File: config.mk
export PLATFORM = sky130hd
export DESIGN_NAME = urna_sessao_ctrl_flat
export DESIGN_NICKNAME = d
export VERILOG_FILES = /design/src/rtl/urna_pkg.sv /design/src/rtl/urna_sessao_ctrl_if.sv /design/src/rtl/urna_key_hold.sv /design/src/rtl/urna_sessao_ctrl.sv /design/src/flat_wrapper.sv
export SDC_FILE = /design/constraint.sdc
export NUM_CORES = 1
export LEC_CHECK = 0
export CAP_MARGIN = 20
export CORE_UTILIZATION = 24
export CTS_BUF_LIST = sky130_fd_sc_hd__clkbuf_16
export CTS_CLUSTER_SIZE = 10
export DETAILED_ROUTE_END_ITERATION = 16
export PLACE_DENSITY = 0.41
export REMOVE_ABC_BUFFERS = 1
export SLEW_MARGIN = 20
export SYNTH_ARGS = -nofsm -noshare
export SYNTH_HDL_FRONTEND = slang
export SYNTH_HIERARCHICAL = 1
export SYNTH_SLANG_ARGS = --single-unit
File: constraint.sdc
create_clock -name Clock -period 3.6 [get_ports Clock]
set_input_delay 0.72 -clock Clock [delete_from_list [all_inputs] [get_ports Clock]]
set_output_delay 0.72 -clock Clock [all_outputs]
set_load 0.02 [all_outputs]
File: src/rtl/urna_pkg.sv
// Shared types and constants for the voter-session controller and its helpers.
package urna_pkg;

    localparam int DIGIT_W = 4;
    localparam int COUNT_W = 8;
    localparam logic [2:0] MAX_DIGITS = 3'd4;

    typedef logic [2:0] dcount_t;

    typedef enum logic [2:0] {
        S_INIT   = 3'd0,
        S_ENTRY  = 3'd1,
        S_CHECK1 = 3'd2,
        S_CHECK2 = 3'd3,
        S_SHOW   = 3'd4,
        S_LOCKED = 3'd5
    } sess_state_t;

endpackage

File: src/rtl/urna_sessao_ctrl_if.sv
// Strobe/status link between the session controller (master) and urna_module (slave).
interface urna_sessao_ctrl_if;
    import urna_pkg::*;

    // Valid, Next and Finish are single-cycle strobes with no back-pressure; the
    // slave acts on them at the next rising edge. Digit is meaningful only while
    // Valid is high. StatusValido (1 = valid vote) and StatusNulo (0 = null vote)
    // are levels the master samples while deciding.
    logic [DIGIT_W-1:0] Digit;
    logic               Valid;
    logic               Next;
    logic               Finish;
    logic               StatusValido;
    logic               StatusNulo;

    modport master (
        output Digit, Valid, Next, Finish,
        input  StatusValido, StatusNulo
    );

    modport slave (
        input  Digit, Valid, Next, Finish,
        output StatusValido, StatusNulo
    );

endinterface

File: src/rtl/urna_key_hold.sv
// Rising-edge detector plus saturating hold counter for a debounced key level.
module urna_key_hold #(
    parameter int unsigned HOLD_CYCLES = 1
) (
    input  logic Clock,
    input  logic Reset,
    input  logic key,
    output logic rise,
    output logic hold_done
);

    localparam logic [31:0] HOLD_LAST = HOLD_CYCLES - 1;

    logic        key_q;
    logic [31:0] hold_cnt;

    always_ff @(posedge Clock) begin
        if (Reset) begin
            key_q    <= 1'b0;
            hold_cnt <= '0;
        end else begin
            key_q <= key;
            if (!key) begin
                hold_cnt <= '0;
            end else if (hold_cnt != '1) begin
                hold_cnt <= hold_cnt + 32'd1;
            end
        end
    end

    assign rise = key & ~key_q;
    // Matches only once per press: the counter moves past HOLD_LAST and saturates.
    assign hold_done = key && (hold_cnt == HOLD_LAST);

endmodule

File: src/rtl/urna_sessao_ctrl.sv
// Voter-session controller: key strobes into urna_module, result display, timeout, quota.
module urna_sessao_ctrl
    import urna_pkg::*;
#(
    parameter int unsigned HOLD_CYCLES        = 50_000_000,
    parameter int unsigned TIMEOUT_CYCLES     = 500_000_000,
    parameter int unsigned FINISH_HOLD_CYCLES = 150_000_000,
    parameter int unsigned MAX_VOTERS         = 255
) (
    input  logic               Clock,
    input  logic               Reset,
    input  logic               KeyEnter,
    input  logic               KeyFinish,
    input  logic [DIGIT_W-1:0] DigitIn,
    urna_sessao_ctrl_if.master urna,
    output dcount_t            DigitCount,
    output logic               ShowValid,
    output logic               ShowNulo,
    output logic               TimeoutFlag,
    output logic [COUNT_W-1:0] VoterCount,
    output logic               Locked,
    output sess_state_t        debug_state
);

    localparam logic [31:0]        HOLD_LAST    = HOLD_CYCLES - 1;
    localparam logic [31:0]        TIMEOUT_LAST = TIMEOUT_CYCLES - 1;
    localparam logic [COUNT_W-1:0] QUOTA        = COUNT_W'(MAX_VOTERS);

    sess_state_t        state;
    logic [31:0]        idle_cnt;
    logic [31:0]        hold_cnt;
    logic [DIGIT_W-1:0] digit_q;
    logic               valid_q, next_q, finish_q;
    logic               enter_rise, finish_done;
    logic               unused_enter_hold, unused_finish_rise;

    urna_key_hold #(.HOLD_CYCLES(1)) u_enter (
        .Clock(Clock), .Reset(Reset), .key(KeyEnter),
        .rise(enter_rise), .hold_done(unused_enter_hold)
    );

    urna_key_hold #(.HOLD_CYCLES(FINISH_HOLD_CYCLES)) u_finish (
        .Clock(Clock), .Reset(Reset), .key(KeyFinish),
        .rise(unused_finish_rise), .hold_done(finish_done)
    );

    always_ff @(posedge Clock) begin
        if (Reset) begin
            state       <= S_INIT;
            idle_cnt    <= '0;
            hold_cnt    <= '0;
            digit_q     <= '0;
            valid_q     <= 1'b0;
            next_q      <= 1'b0;
            finish_q    <= 1'b0;
            DigitCount  <= '0;
            ShowValid   <= 1'b0;
            ShowNulo    <= 1'b0;
            TimeoutFlag <= 1'b0;
            VoterCount  <= '0;
            Locked      <= 1'b0;
        end else begin
            valid_q     <= 1'b0;
            next_q      <= 1'b0;
            finish_q    <= 1'b0;
            TimeoutFlag <= 1'b0;
            if (finish_done) begin
                // Admin close wins over whatever the session was doing.
                finish_q   <= 1'b1;
                VoterCount <= '0;
                Locked     <= 1'b0;
                DigitCount <= '0;
                ShowValid  <= 1'b0;
                ShowNulo   <= 1'b0;
                idle_cnt   <= '0;
                hold_cnt   <= '0;
                state      <= S_ENTRY;
            end else begin
                case (state)
                    S_INIT: begin
                        finish_q <= 1'b1;
                        state    <= S_ENTRY;
                    end
                    S_ENTRY: begin
                        if (enter_rise) begin
                            digit_q    <= DigitIn;
                            valid_q    <= 1'b1;
                            DigitCount <= DigitCount + 3'd1;
                            idle_cnt   <= '0;
                            state      <= S_CHECK1;
                        end else if (DigitCount != '0) begin
                            if (idle_cnt == TIMEOUT_LAST) begin
                                next_q      <= 1'b1;
                                TimeoutFlag <= 1'b1;
                                DigitCount  <= '0;
                                idle_cnt    <= '0;
                            end else if (idle_cnt != '1) begin
                                idle_cnt <= idle_cnt + 32'd1;
                            end
                        end
                    end
                    S_CHECK1: state <= S_CHECK2;
                    S_CHECK2: begin
                        hold_cnt <= '0;
                        if (!urna.StatusNulo) begin
                            ShowNulo <= 1'b1;
                            state    <= S_SHOW;
                        end else if (urna.StatusValido) begin
                            ShowValid <= 1'b1;
                            state     <= S_SHOW;
                        end else if (DigitCount < MAX_DIGITS) begin
                            state <= S_ENTRY;
                        end else begin
                            // Four digits and no verdict: release urna_module, count nothing.
                            next_q <= 1'b1;
                            state  <= S_SHOW;
                        end
                    end
                    S_SHOW: begin
                        if (hold_cnt == HOLD_LAST) begin
                            ShowValid  <= 1'b0;
                            ShowNulo   <= 1'b0;
                            DigitCount <= '0;
                            next_q     <= ShowValid;
                            state      <= S_ENTRY;
                            if (ShowValid || ShowNulo) begin
                                if (VoterCount != '1) VoterCount <= VoterCount + 8'd1;
                                if (VoterCount + 8'd1 >= QUOTA) begin
                                    Locked <= 1'b1;
                                    state  <= S_LOCKED;
                                end
                            end
                        end else if (hold_cnt != '1) begin
                            hold_cnt <= hold_cnt + 32'd1;
                        end
                    end
                    S_LOCKED: Locked <= 1'b1;
                    default:  state  <= S_INIT;
                endcase
            end
        end
    end

    assign urna.Digit  = digit_q;
    assign urna.Valid  = valid_q;
    assign urna.Finish = finish_q;
    // urna_module counts a null vote on every cycle it sits in its null state,
    // so Next must be asserted in the very cycle StatusNulo first reads 0.
    assign urna.Next   = next_q | ((state == S_CHECK2) && !urna.StatusNulo && !finish_done);
    assign debug_state = state;

endmodule

File: src/flat_wrapper.sv
// flat-port wrapper written by rule: the top's interface ports become plain ports
module urna_sessao_ctrl_flat import urna_pkg::*;
#(
    parameter int unsigned HOLD_CYCLES        = 50_000_000,
    parameter int unsigned TIMEOUT_CYCLES     = 500_000_000,
    parameter int unsigned FINISH_HOLD_CYCLES = 150_000_000,
    parameter int unsigned MAX_VOTERS         = 255
)
  (Clock, Reset, KeyEnter, KeyFinish, DigitIn, DigitCount, ShowValid, ShowNulo, TimeoutFlag, VoterCount, Locked, debug_state, urna_Digit, urna_Valid, urna_Next, urna_Finish, urna_StatusValido, urna_StatusNulo);
  urna_sessao_ctrl_if urna_i ();
  input  logic Clock;
  input  logic Reset;
  input  logic KeyEnter;
  input  logic KeyFinish;
  input  logic [DIGIT_W-1:0] DigitIn;
  output dcount_t DigitCount;
  output logic ShowValid;
  output logic ShowNulo;
  output logic TimeoutFlag;
  output logic [COUNT_W-1:0] VoterCount;
  output logic Locked;
  output sess_state_t debug_state;
  output wire logic [$bits(urna_i.Digit)-1:0] urna_Digit;
  output wire logic [$bits(urna_i.Valid)-1:0] urna_Valid;
  output wire logic [$bits(urna_i.Next)-1:0] urna_Next;
  output wire logic [$bits(urna_i.Finish)-1:0] urna_Finish;
  input wire logic [$bits(urna_i.StatusValido)-1:0] urna_StatusValido;
  input wire logic [$bits(urna_i.StatusNulo)-1:0] urna_StatusNulo;
  assign urna_Digit = urna_i.Digit;
  assign urna_Valid = urna_i.Valid;
  assign urna_Next = urna_i.Next;
  assign urna_Finish = urna_i.Finish;
  assign urna_i.StatusValido = urna_StatusValido;
  assign urna_i.StatusNulo = urna_StatusNulo;
  urna_sessao_ctrl #(.HOLD_CYCLES(HOLD_CYCLES), .TIMEOUT_CYCLES(TIMEOUT_CYCLES), .FINISH_HOLD_CYCLES(FINISH_HOLD_CYCLES), .MAX_VOTERS(MAX_VOTERS)) u_core (.Clock(Clock), .Reset(Reset), .KeyEnter(KeyEnter), .KeyFinish(KeyFinish), .DigitIn(DigitIn), .urna(urna_i), .DigitCount(DigitCount), .ShowValid(ShowValid), .ShowNulo(ShowNulo), .TimeoutFlag(TimeoutFlag), .VoterCount(VoterCount), .Locked(Locked), .debug_state(debug_state));
endmodule
# Word-level counts from Yosys, hierarchy flattened
# Cells that the tools add are included.
# classes
add_sub_neg	5
n_lt_le_gt_ge	2
eq_ne	26
mux	42
n_bitwise	7
n_reduce_logical	26
# ops
op	count
32-bit two-way mux	6
32-bit by 1-bit adder with 32-bit output (second input constant)	3
32-bit inequality test (second input constant)	3
32-bit case mux with 2 select lines	1
3-bit two-way mux	11
32-bit by 26-bit equality test with 1-bit output (second input constant)	1
32-bit by 28-bit equality test with 1-bit output (second input constant)	1
32-bit by 29-bit equality test with 1-bit output (second input constant)	1
1-bit two-way mux	18
3-bit case mux with 6 select lines	1
3-bit AND reduction	6
4-bit AND reduction	4
2-bit by 1-bit inequality test with 1-bit output (second input constant)	6
3-bit by 1-bit inequality test with 1-bit output (second input constant)	4
8-bit by 1-bit adder with 8-bit output (second input constant)	1
8-bit greater-or-equal comparator (second input constant)	1
2-bit inequality test (second input constant)	4
8-bit inequality test (second input constant)	1
2-bit nonzero test	4
3-bit by 2-bit equality test with 1-bit output (second input constant)	2
3-bit equality test (second input constant)	2
1-bit case mux with 2 select lines	3
3-bit case mux with 2 select lines	1
3-bit nonzero test	2
other kinds (13)	21
# word_totals
register_bits	122
inputBits	10
output_inout_bits	25
wordCells	124

# Longest topological paths before layout
# Gate-level depths: netlist of run 1.
# depth
word_depth	7
ltp_mapped	14
mapped_depth_nobuf	10

# Hierarchy
# The synthesis of run 1 kept the hierarchy.
# by_module_without_submodules
module	instances	cells_per_inst	area_each_um2	seq_area_each_um2
urna_sessao_ctrl	1	579	4842.1	1781.7
urna_key_hold (u_core.u_enter)	1	208	1781.7	660.6
urna_key_hold (u_core.u_finish)	1	210	1730.4	660.6

# Worst setup path after synthesis of run 1
# OpenSTA, ideal clock, no wires.
# synth_timing
path_kind	reg2reg
start	register u_core.u_finish.hold_cnt[0]
end	register u_core.Locked
setup_ns	0.128
t_arrival_ns	2.533
t_required_ns	3.472
setup_slack_ns	0.940
path_stages_with_launch	13
path_buffers	5
period_less_slack_ns	2.660
cell_sequence	dfxtp_1 > ha_1 > and3_1 > clkbuf_1 > and3_1 > nand4b_1 > nor4_1 > clkbuf_1 > or2_2 > clkbuf_1 > clkbuf_1 > buf_1 > nor2_1
# synth_between
elab_chain_len	3
# synth_rtl
element	line	text
from (decl)	urna_key_hold.sv:15	logic [31:0] hold_cnt;
from (signal assigned)	urna_key_hold.sv:26	hold_cnt <= hold_cnt + 32'd1;
32-bit by 28-bit equality test with 1-bit output	urna_key_hold.sv:33	assign hold_done = key && (hold_cnt == HOLD_LAST);
1-bit logical AND	urna_key_hold.sv:33	
via u_core.finish_done	urna_sessao_ctrl.sv:34	logic enter_rise, finish_done;
2-bit OR reduction (no source line)	n/a	
to (signal assigned)	urna_sessao_ctrl.sv:61	Locked <= 1'b0;
to (signal assigned)	urna_sessao_ctrl.sv:71	Locked <= 1'b0;
to (signal assigned)	urna_sessao_ctrl.sv:129	Locked <= 1'b1;
to (decl)	urna_sessao_ctrl.sv:21	output logic Locked,
# The timed path passes the listed nets, and every way through them passes these cells.
# A chain may end at the register's enable or synchronous reset.

# Worst setup path after layout of run 1
# layout_timing
start	register u_core.u_finish.hold_cnt[0]
end	output urna_Next
# layout_between
elab_chain_len	5
# layout_rtl
element	line	text
32-bit by 28-bit equality test with 1-bit output	urna_key_hold.sv:33	
1-bit logical AND	urna_key_hold.sv:33	
via u_core.finish_done	urna_sessao_ctrl.sv:34	
1-bit zero test	urna_sessao_ctrl.sv:149	assign urna.Next = next_q | ((state == S_CHECK2) && !urna.StatusNulo && !finish_done);
1-bit logical AND	urna_sessao_ctrl.sv:149	
1-bit OR	urna_sessao_ctrl.sv:149	
to (decl)	flat_wrapper.sv:25	output wire logic [$bits(urna_i.Next)-1:0] urna_Next;
# The timed path passes the listed nets, and every way through them passes these cells.

==> results.md, run 1 <==
Outcome:
- The flow ran to the end, and the final reports show no timing, DRC or antenna violations.

Yosys:
- Synthesis produced a netlist whose cell count is 791.
- The post-synthesis area per instance is 8.32 sq um.
- The synthesized area is 0.00658 sq mm.
- During synthesis, Yosys emitted a total of 6 warnings.

Die:
- For this configuration, the core starts out at a cell density of 24.4%.
- The region available for standard cell placement spans 0.0270 sq mm.
- The die is 168 microns wide.
- The floorplan step set the die height to 168 microns.
- The number of standard-cell rows in the floorplan is 60.
- The full die area is 0.0281 sq mm.
- The count of boundary I/O pins is 35.

Place:
- Input and output buffers added on the ports amount to 34.
- The detailed placer's ending HPWL is 13.4 mm.
- The routability congestion estimate is 0.784.
- At the placement stage, the worst setup path has a slack of 0.205 ns.
- The number of placed instances, taps included is 1145.

Clock network:
- The clock insertion delay at the later pin of the skew report is 0.42 ns.
- The tree is rooted in a clkbuf_16.
- Clock tree synthesis inserted a total of 17 buffers.
- The maximum buffer depth of the clock tree is 2.
- After clock tree synthesis, the clock-pin slew on the worst setup and hold paths is 0.06 ns.
- The count of H-tree levels built during CTS is 4.
- The CTS tree is done.
- Counting every sink on the clock net gives 122.
- The hold-fix buffer count after cts is 0.
- After clock tree synthesis, the setup repair step added 0 buffers.

Drt:
- The final wirelength is 18.8 mm.
- The detailed router placed 5921 vias in this run.
- For this run, design rule violations remaining after detail routing come to 0.
- The pre-antenna-repair detailed-routing pass consisted of 5 iterations.
- The routed via count divided by cell count is 5.04.
- The number of antenna-violating nets in the routed design is 0.
- After the first detailed-routing iteration, the DRC count stood at 391.
- In the final routed layout, each cell accounts on average for 16.0 microns.

STA:
- The count of final max-slew check failures came to 0.
- The least setup slack across all paths after layout is 0.495 ns.
- Setup repair after global routing left no endpoint under its margin.
- At the pin with the least slew margin, the transition time is 0.997 ns.
- The number of failing hold endpoints at the final stage came to 0.
- The share of the clock period used by the worst path is 86.2%.
- The worst pin sits at a relative slew slack of 33.1%.
- The number of endpoints failing setup at the final stage is 0.
- For this run, the top clock speed supported by timing is 0.322 GHz.
- The clock tree skew after final layout is 0.0100 ns.
- In the final timing run, aggregate negative setup slack is 0 ns.
- The clock period minus final worst setup slack is 3.10 ns.

Critical path:
- The critical path goes through ha_1 -> and3_1 -> and3_1 -> nand4b_1 -> nor4_2 -> buf_4 -> o31ai_1 -> dlymetal6s2s_1.
- Across all register-to-register paths, the minimum setup slack is 0.60 ns.
- By instance count, the cell type seen most on the critical path is and3_1.
- The worst stage delay on the critical path is 0.33 ns.
- For the worst setup path, the data arrival time is 2.38 ns.
- The top fanout value on the critical path is 7.
- The cell at the slowest stage of the critical path is dfxtp_1.
- STA classifies the critical path startpoint as a flip-flop.
- In this run the critical register-to-register path is captured at u_core/hold_cnt[22].
- The type of the worst setup path is flip-flop to primary output.
- The launching point of the worst reg2reg path is u_core/u_finish/hold_cnt[0].
- Data on the critical path is required at its endpoint by 2.88 ns.
- The cell depth of the worst flop-to-flop path is 12.
- The sort of element at the end of the critical path is a primary output.

Power:
- VDD sags by at most 0.287 mV.
- In this run the power density over the cells is 409 mW/mm^2.
- The analysis attributes to cell leakage a power of 0.00255 uW.

Layout:
- The share of final-layout standard cells stronger than drive strength 1 is 8.99%.
- From synthesis to final layout, the design area changed by 19.1%.
- The final cell utilization of the core is 29.1%.
- Excluding fillers, the count of instances in the completed layout stands at 1175.
- After the last flow step, the layout net total stands at 840.
- The number of antenna diodes in the final layout is 0.

Global route:
- The global routing met1 resource utilization is 19.4%.
- Global routing finished with a remaining overflow of 0.
- The number of antenna violations at the first check in global routing is 0.
- For this run, global-route usage on met3 was measured as 3.17%.
- The via count of the first global-routing pass is 5706.
- The global-route usage over all layers is 14.1%.
- The pin count of the biggest net entering global routing is 29.
- The wire length of the first global-routing pass is 31.3 mm.
- For this run, global-route usage on met2 was measured as 21.9%.
- The global routing's busiest layer is met2.

Flow run:
- The tool flagged a number of max-cap violations equal to 0.

Min path:
- Counting instances, the worst hold path has a depth of 2.
- The destination of the worst hold path is u_core/hold_cnt[19].
- The worst hold path begins at u_core/hold_cnt[19].
- The min-delay analysis places its worst path in the category flip-flop to flip-flop.
-- layout make-up --
type                    count  area, sq um
fillers                  2850        19100
inverters                  12         45.0
clock buffers              17          425
clock inverters            13          138
well taps                 341          427
repair buffers             50          463
flip-flops and latches    122         2440
multi-input cells         620         3900
-- per-stage QoR --
stage,hold slack (ns),area [sq um],total power (uW)
final,0.486,7840,3210
after global routing,0.518,7840,3350
after CTS,0.485,7840,3270
after detailed placement,0.475,7280,1560
after global placement,0.470,7280,1560
after floorplan,0.450,6380,1480
-- power breakdown --
group,total [uW],switching [uW],internal (uW)
clock network,1680,616,1060
logic,154,97.9,56.2
registers,1380,14.3,1360
-- worst max-delay path by stage --
stage                                     start                   to  slack (ns)
finish              u_core/u_finish/hold_cnt[0]            urna_Next        0.50
global route        u_core/u_finish/hold_cnt[0]            urna_Next        0.31
CTS                 u_core/u_finish/hold_cnt[0]            urna_Next        0.07
detailed placement                    KeyFinish            urna_Next        0.21
global placement                      KeyFinish            urna_Next        0.13
floorplan           u_core/u_finish/hold_cnt[0]  u_core/hold_cnt[14]        0.70
-- critical path, delay by kind of cell (launching register included) --
| family | cells | cell delay, ns |
|---|---|---|
| buffers and inverters | 2 | 0.44 |
| AO/OA/AOI/OAI | 1 | 0.26 |
| AND/OR/NAND/NOR | 4 | 0.68 |
| adder cells (fa/ha/maj) | 1 | 0.24 |
| flip-flops | 1 | 0.33 |
-- timing repair --
item / 4_1_cts / 5_1_grt
hold endpoints to repair: 0 / 0
resized for setup: 0 / 1
endpoints found under the setup margin: 0 / 1
-- metal layers --
| metal | up-vias | part of all wire, % |
|---|---|---|
| met5 | - | 0 |
| met4 | 0 | 1.1 |
| met3 | 17 | 3.6 |
| met2 | 100 | 45 |
| met1 | 2820 | 50 |
| li1 | 2984 | - |
-- cell usage in the layout, fill, tap and decap left out, types with 16 or more instances in the layout --
master and instances:
o21ai_0 20, xnor2_1 35, buf_4 16, a21oi_1 29, nor3_1 26, clkbuf_16 17, nor4_1 24, nor2_1 102
and4_1 18, nand2_1 73, xor2_1 22, clkdlybuf4s50_1 33, nand3_1 40, dfxtp_1 122, nand4_1 41, and3_1 21
-- sequential cells by signal, indices dropped and copies added (netlist names) --
| register | count |
|---|---|
| u_core/ShowValid | 1 |
| u_core/urna.Digit | 4 |
| u_core/next_q | 1 |
| u_core/debug_state | 3 |
| u_core/VoterCount | 8 |
| u_core/DigitCount | 3 |
| u_core/idle_cnt | 32 |
| u_core/Locked | 1 |
| u_core/u_finish/hold_cnt | 32 |
| u_core/ShowNulo | 1 |
| u_core/urna.Valid | 1 |
| u_core/hold_cnt | 32 |
| u_core/TimeoutFlag | 1 |
| u_core/urna.Finish | 1 |
| u_core/u_enter/key_q | 1 |
Power figures use the tool's default switching activity.
==> run 2: changes to the inputs <==
- ABC_AREA: unset -> 1
- DONT_BUFFER_PORTS: unset -> 1
- PLACE_DENSITY: 0.41 -> 0.4
==> run 2 against run 1 <==
Compared with the run above:
- clock power is 9% higher
- critical endpoint unchanged
- clock skew grew 0.0016 ns
- largest power group unchanged
- sequential power rose by 11%
==> results.md, run 2 <==
STA:
- The pin slew with the least headroom to its limit is 0.736 ns.
- For the final routed database, the setup TNS stands at 0 ns.
- The count of final max-slew check failures is 0.
- The share of the clock period used by the worst path is 87.4%.
- Setup repair after global routing left no endpoint under its margin.
- The number of failing hold endpoints at the final stage came to 0.
- Setup violations remaining at the end of the flow were counted as 0.
- In this run the tightest slew margin relative to its limit is 50.9%.
- On the final layout, the worst clock skew is 0.0116 ns.
- The clock period minus final worst setup slack is 3.15 ns.
- The top achievable clock speed is 0.318 GHz.

Place:
- The routability congestion estimate is 0.864.
- Port buffering added 0 buffers.
- After detailed placement, the design holds a cell count of 1781.
- After legalization and detailed placement, the total HPWL measured 18.7 mm.

Clock network:
- Clock-pin slew was measured on the worst setup and hold paths at 0.06 ns.
- The clock drives 122 sinks.
- At the later pin of the worst-skew pair, clock insertion delay measures 0.43 ns.
- The root buffer selected by CTS is clkbuf_16.
- The post-cts repair resize count is 0.
- The number of clock buffers added by TritonCTS is 17.
- The post-CTS repair timing setup buffer count is 0.
- The hold-fix buffer count after cts is 0.
- The longest clock path from root to sink contains 2 buffers.
- TritonCTS built the clock tree.
- The H-tree was split into 4 levels.

Drt:
- After detailed routing, the number of remaining DRC violations is 0.
- The initial detailed-routing violation count is 341.
- The routed length on met1 is 11.8 mm.
- The first detailed-routing pass took 6 iterations.
- The top metal layer carrying routed signals is met4.
- The met2 routed wirelength is 11.8 mm.
- The sum of met3 wire segment lengths after detailed routing is 843 microns.
- Summed over all layers, the routed wires come to 25.0 mm.
- The routed via count divided by cell count is 4.40.
- The mean routed wirelength per cell is 13.8 microns.
- The number of antenna-violating nets in the routed design is 0.
- The routed layout has 7980 vias.

Layout:
- The final-stage net count is 1375.
- The library cells used most frequently in the layout, excluding fill and tap cells, are nand2_1, nor2_1, nand3_1.
- Summing all multi-input logic gate instances after layout gives 0.00477 sq mm.
- The area added between synthesis and finish is 13.1%.
- The share of final-layout standard cells stronger than drive strength 1 is 5.91%.
- The layout has 3773 filler cells.
- After the flow finishes, the layout carries non-filler instances totaling 1813.
- The largest registers in the layout are u_core/hold_cnt: 32 flops, u_core/idle_cnt: 32 flops, u_core/u_finish/hold_cnt: 32 flops.
- The library cell used most frequently in the layout, excluding fill and tap cells, is nand2_1.
- The repair_antennas step left the layout with diodes totalling 0.
- Registers take 0.00244 sq mm.

Die:
- The count of boundary I/O pins is 35.
- The die covers 0.0339 sq mm.
- The area of the placeable core is 0.0325 sq mm.
- Row generation in the floorplan step produced 66 rows.
- Measured along the y axis, the die boundary spans 184 microns.
- The floorplan die width is 184 microns.
- Once the floorplan was initialized, standard cells occupied 24.5% of the core.

Yosys:
- The count of mapped cells out of synthesis is 1364.
- A synthesized cell averages 5.83 sq um.
- The total of warnings raised by yosys is 6.
- In this run the cell area of the synthesized design comes to 0.00796 sq mm.

Power:
- IR analysis of the VDD net gives a maximum drop of 0.328 mV.
- The analysis attributes to net switching a power of 1300 uW.
- The sequential power share is 38.9%.
- The leakage power total is 0.00331 uW.
- For this design the ratio of total power to cell area is 438 mW/mm^2.
- The clock network power share is 46.6%.
- The internal power of the cells is 2640 uW.
- The combinational group share of total power is 14.6%.
- The switching share of total power is 33.1%.
- Overall power consumption after layout is estimated at 3940 uW.

Critical path:
- The data arrival time at the worst-slack endpoint is 2.43 ns.
- For the worst setup path, the data required time is 2.88 ns.
- Tracing the worst setup path back leads to its startpoint at u_core/u_finish/hold_cnt[0].
- The top fanout value on the critical path is 8.
- Traced cell by cell, the critical path runs through ha_1 -> nand2_1 -> nor3_1 -> inv_1 -> a21o_1.
- The launching point of the worst reg2reg path is u_core/idle_cnt[0].
- Among all stages on the critical path, the largest delay is contributed by nor3_1.
- The sort of element at the end of the critical path is a primary output.
- The setup check on the worst reg-to-reg path leaves a slack of 0.89 ns.
- The type of the worst setup path is flip-flop to primary output.
- In this design, the largest share of critical-path delay is due to simple AND/OR/NAND/NOR gates.
- For this run, the slowest stage of the critical path takes 0.54 ns.
- STA classifies the critical path startpoint as a flip-flop.
- The sum of buffers and inverters on the critical path is 1.

Global route:
- The global-route usage over all layers is 15.6%.
- The first global-routing pass estimated 40.8 mm of wire.
- The number of antenna violations at the first check in global routing is 0.
- Global routing finished with a remaining overflow of 0.
- Entering global routing, the biggest net connects 38 pins.
- The via count of the first global-routing pass is 7721.

Min path:
- The worst hold path begins at Reset.
- In this run the worst hold path is classified as input port to flip-flop.

Flow run:
- The number of max-cap violations is 0.

Outcome:
- The flow ran to the end, and the final reports show no timing, DRC or antenna violations.
-- run 2: power groups by stage --
stage / Clock (uW) / Sequential [uW] / Combinational, uW
CTS: 1890 / 1540 / 587
detailed placement: 0 / 1570 / 585
floorplan: 0 / 1520 / 397
global placement: 0 / 1570 / 587
global route: 1940 / 1540 / 650
finish: 1830 / 1530 / 573
-- run 2: final cells by class --
class	instances	area share, %
Multi-Input combinational cell	1064	53.1
Tap cell	442	6.15
Timing Repair Buffer	9	0.751
Clock buffer	17	4.73
Sequential cell	122	27.2
Clock inverter	15	2.13
Inverter	144	6.02
-- run 2: path summary, 6_finish.rpt --
kind / endpoint / cells after the start
max: urna_Next / 5
min: u_core/urna.Digit[1] / 1
max reg2reg: u_core/idle_cnt[28] / 12
min reg2reg: u_core/hold_cnt[1] / 2
-- run 2: routing by layer --
| metal | vias to the layer above | track usage, % |
|---|---|---|
| li1 | 4296 | - |
| met4 | 0 | 5.43 |
| met5 | - | 0 |
| met1 | 3555 | 19.1 |
| met2 | 104 | 26.7 |
| met3 | 25 | 3.19 |
-- run 2: stage by stage --
stage                     utilization (%)  setup WS (ns)  hold WS (ns)  instance area, sq um
after CTS                            27.6          0.420         0.321                  8990
after detailed placement             25.7          0.872         0.482                  8380
after global placement               25.7          0.865         0.482                  8380
after floorplan                         -          0.651         0.459                  7750
final                                27.6          0.454         0.343                  8990
after global routing                 27.6          0.215         0.322                  8990
==> run 3: changes to the inputs <==
- CTS_BUF_LIST: sky130_fd_sc_hd__clkbuf_16 -> sky130_fd_sc_hd__clkbuf_8
==> run 3 against run 2 <==
Compared with the run above:
- power is 12% lower
- fmax is 1.9% lower
- first-iteration DRC count stayed put
- critical path depth stayed put
- register-to-register slack worse by 0.03 ns
- critical endpoint unchanged
==> results.md, run 3 (synthesis results as in run 2) <==
Global route:
- The first global-routing pass estimated 40.8 mm of wire.
- The via count of the first global-routing pass is 7714.
- The pin count of the biggest net entering global routing is 38.
- The global-route usage over all layers is 15.6%.
- The number of antenna violations at the first check in global routing was 0.
- The remaining global-route overflow is 0.

Critical path:
- The type of origin of the critical path is a flip-flop.
- Of all nets on the critical path, the largest fanout is 8.
- The type of the worst setup path is flip-flop to primary output.
- For the worst setup path, the data arrival time is 2.49 ns.
- The data required time of the critical path is 2.88 ns.
- STA classifies the critical path endpoint as a primary output.

Drt:
- The routed via count divided by cell count is 4.38.
- The detailed router finished its first iteration with 341 violations.
- The detailed router placed 7945 vias in this run.
- Once detail routing completed, the nets flagged for antenna violations numbered 0.
- The mean routed wirelength per cell is 13.8 microns.
- The final wirelength is 25.0 mm.
- In the routed design, unresolved DRC markers number 0.
- The first TritonRoute pass finished after 5 iterations.

STA:
- Headroom to the max-slew limit came out at 51.5%.
- The share of the clock period used by the worst path is 89.1%.
- The pin slew with the least headroom to its limit is 0.726 ns.
- After layout, the minimum clock period comes to 3.21 ns.
- The count of final max-slew check failures is 0.
- The least setup slack across all paths after layout is 0.394 ns.
- The number of endpoints failing setup at the final stage is 0.
- The number of failing hold endpoints at the final stage was 0.
- The top achievable clock speed is 0.312 GHz.
- For the final database, setup skew stands at 0.0177 ns.
- Setup repair after global routing left no endpoint under its margin.
- Hold is met by 0.311 ns.
- For the final routed database, the setup TNS stands at 0 ns.

Outcome:
- The flow ran to the end, and the final reports show no timing, DRC or antenna violations.

Place:
- The count of buffers added on input and output ports is 0.
- Summing all placed instances gives a cell area of 0.00838 sq mm.
- At the end of routability-driven placement, the weighted congestion stood at 0.864.
- The HPWL after detailed placement is 18.7 mm.
- Timing analysis after detailed placement gives a worst setup slack of 0.872 ns.
- In this run, placement finished with an instance count of 1781.

Layout:
- The final instance count without filler cells is 1813.
- The repair_antennas step left the layout with diodes totalling 0.
- The largest registers in the layout are u_core/hold_cnt: 32 flops, u_core/idle_cnt: 32 flops, u_core/u_finish/hold_cnt: 32 flops.
- The area added between synthesis and finish is 10.6%.
- Of the cells placed in the final design, the portion with a size suffix greater than 1 is 5.91%.
- The final-stage net count is 1375.
- The post-route standard cell area excluding fillers is 0.00880 sq mm.
- In the layout the commonest cells are nand2_1, nor2_1, nand3_1.
- The library cell used most frequently in the layout, excluding fill and tap cells, is nand2_1.

Clock network:
- The number of CTS-inserted buffers is 17.
- The clock net in this run drives a total of 122 sinks.
- The maximum buffer depth of the clock tree is 2.
- The root buffer selected by CTS is clkbuf_8.
- TritonCTS built the clock tree.
- The clock insertion delay at the later pin of the skew report is 0.46 ns.
- Buffers added to address setup during post-CTS repair amount to 0.
- The count of H-tree levels built during CTS is 4.
- Once the clock tree was built, the resizer swapped 0 gates to a different size.
- Clock-pin slew was measured on the worst setup and hold paths at 0.08 ns.
- The number of hold buffers added after CTS was 0.

Power:
- The share of total power dissipated in the clock network is 39.3%.
- The share of total power dissipated in sequential elements is 44.2%.
- The leakage power total is 0.00323 uW.
- The internal power of the cells totals 2230 uW.
- The worst-case IR drop observed on VDD is 0.206 mV.
- In this run the power spent charging and discharging nets is 1240 uW.
- Of the total power, combinational logic draws 16.5%.
- The switching share of total power is 35.7%.
- The power density over cell area is 394 mW/mm^2.

Die:
- The floorplan step defined a die boundary enclosing 0.0339 sq mm.
- The die is 184 microns tall.
- The count of boundary I/O pins is 35.
- The initial core utilization is 24.5%.
- In this run the standard cell core region covers 0.0325 sq mm.
- The floorplan die width is 184 microns.
- The floorplan has 66 rows.

Flow run:
- The number of max-cap violations is 0.

Min path:
- The min-delay analysis places its worst path in the category input port to flip-flop.
## run 3: cell type report
cell class / count / area (sq um)
well taps: 442 / 553
clock buffers: 17 / 234
flip-flops and latches: 122 / 2440
fillers: 3795 / 23700
repair buffers: 9 / 67.6
inverters: 144 / 542
clock inverters: 15 / 191
multi-input cells: 1064 / 4770
## run 3: metal layers
| layer | track usage (%) | vias to the layer above | wire, microns |
|---|---|---|---|
| met2 | 27.0 | 97 | 12000 |
| met3 | 3.03 | 16 | 647 |
| met4 | 4.50 | 0 | 345 |
| met1 | 19.4 | 3550 | 12000 |
| met5 | 0 | - | 0 |
| li1 | - | 4282 | - |
## run 3: power by group through the flow
| stage | registers, uW | logic [uW] | clock network (uW) |
|---|---|---|---|
| floorplan | 1520 | 397 | 0 |
| global placement | 1570 | 587 | 0 |
| detailed placement | 1570 | 585 | 0 |
| CTS | 1540 | 587 | 1420 |
| global route | 1540 | 650 | 1480 |
| finish | 1530 | 572 | 1360 |
## run 3: per-stage QoR
stage | utilization [%] | total power [uW]
floorplan | - | 1920
global placement | 25.7 | 2150
detailed placement | 25.7 | 2150
CTS | 27.1 | 3550
global route | 27.1 | 3670
finish | 27.1 | 3470
## run 3: worst max-delay path, stage by stage, from the launching register on
cell and delay, ns:
dfxtp_1 0.46, ha_1 0.35, nand2_1 0.18, nor3_1 0.55
inv_1 0.19, a21o_1 0.29
## run 3: worst paths after layout
check                                                 start              endpoint  slack [ns]  depth (start not counted)
worst max-delay path            u_core/u_finish/hold_cnt[0]             urna_Next        0.39                          5
worst min-delay path                                  Reset  u_core/urna.Digit[1]        0.31                          1
worst max register to register           u_core/idle_cnt[0]   u_core/idle_cnt[28]        0.86                         12
worst min register to register           u_core/hold_cnt[1]    u_core/hold_cnt[1]        0.49                          2
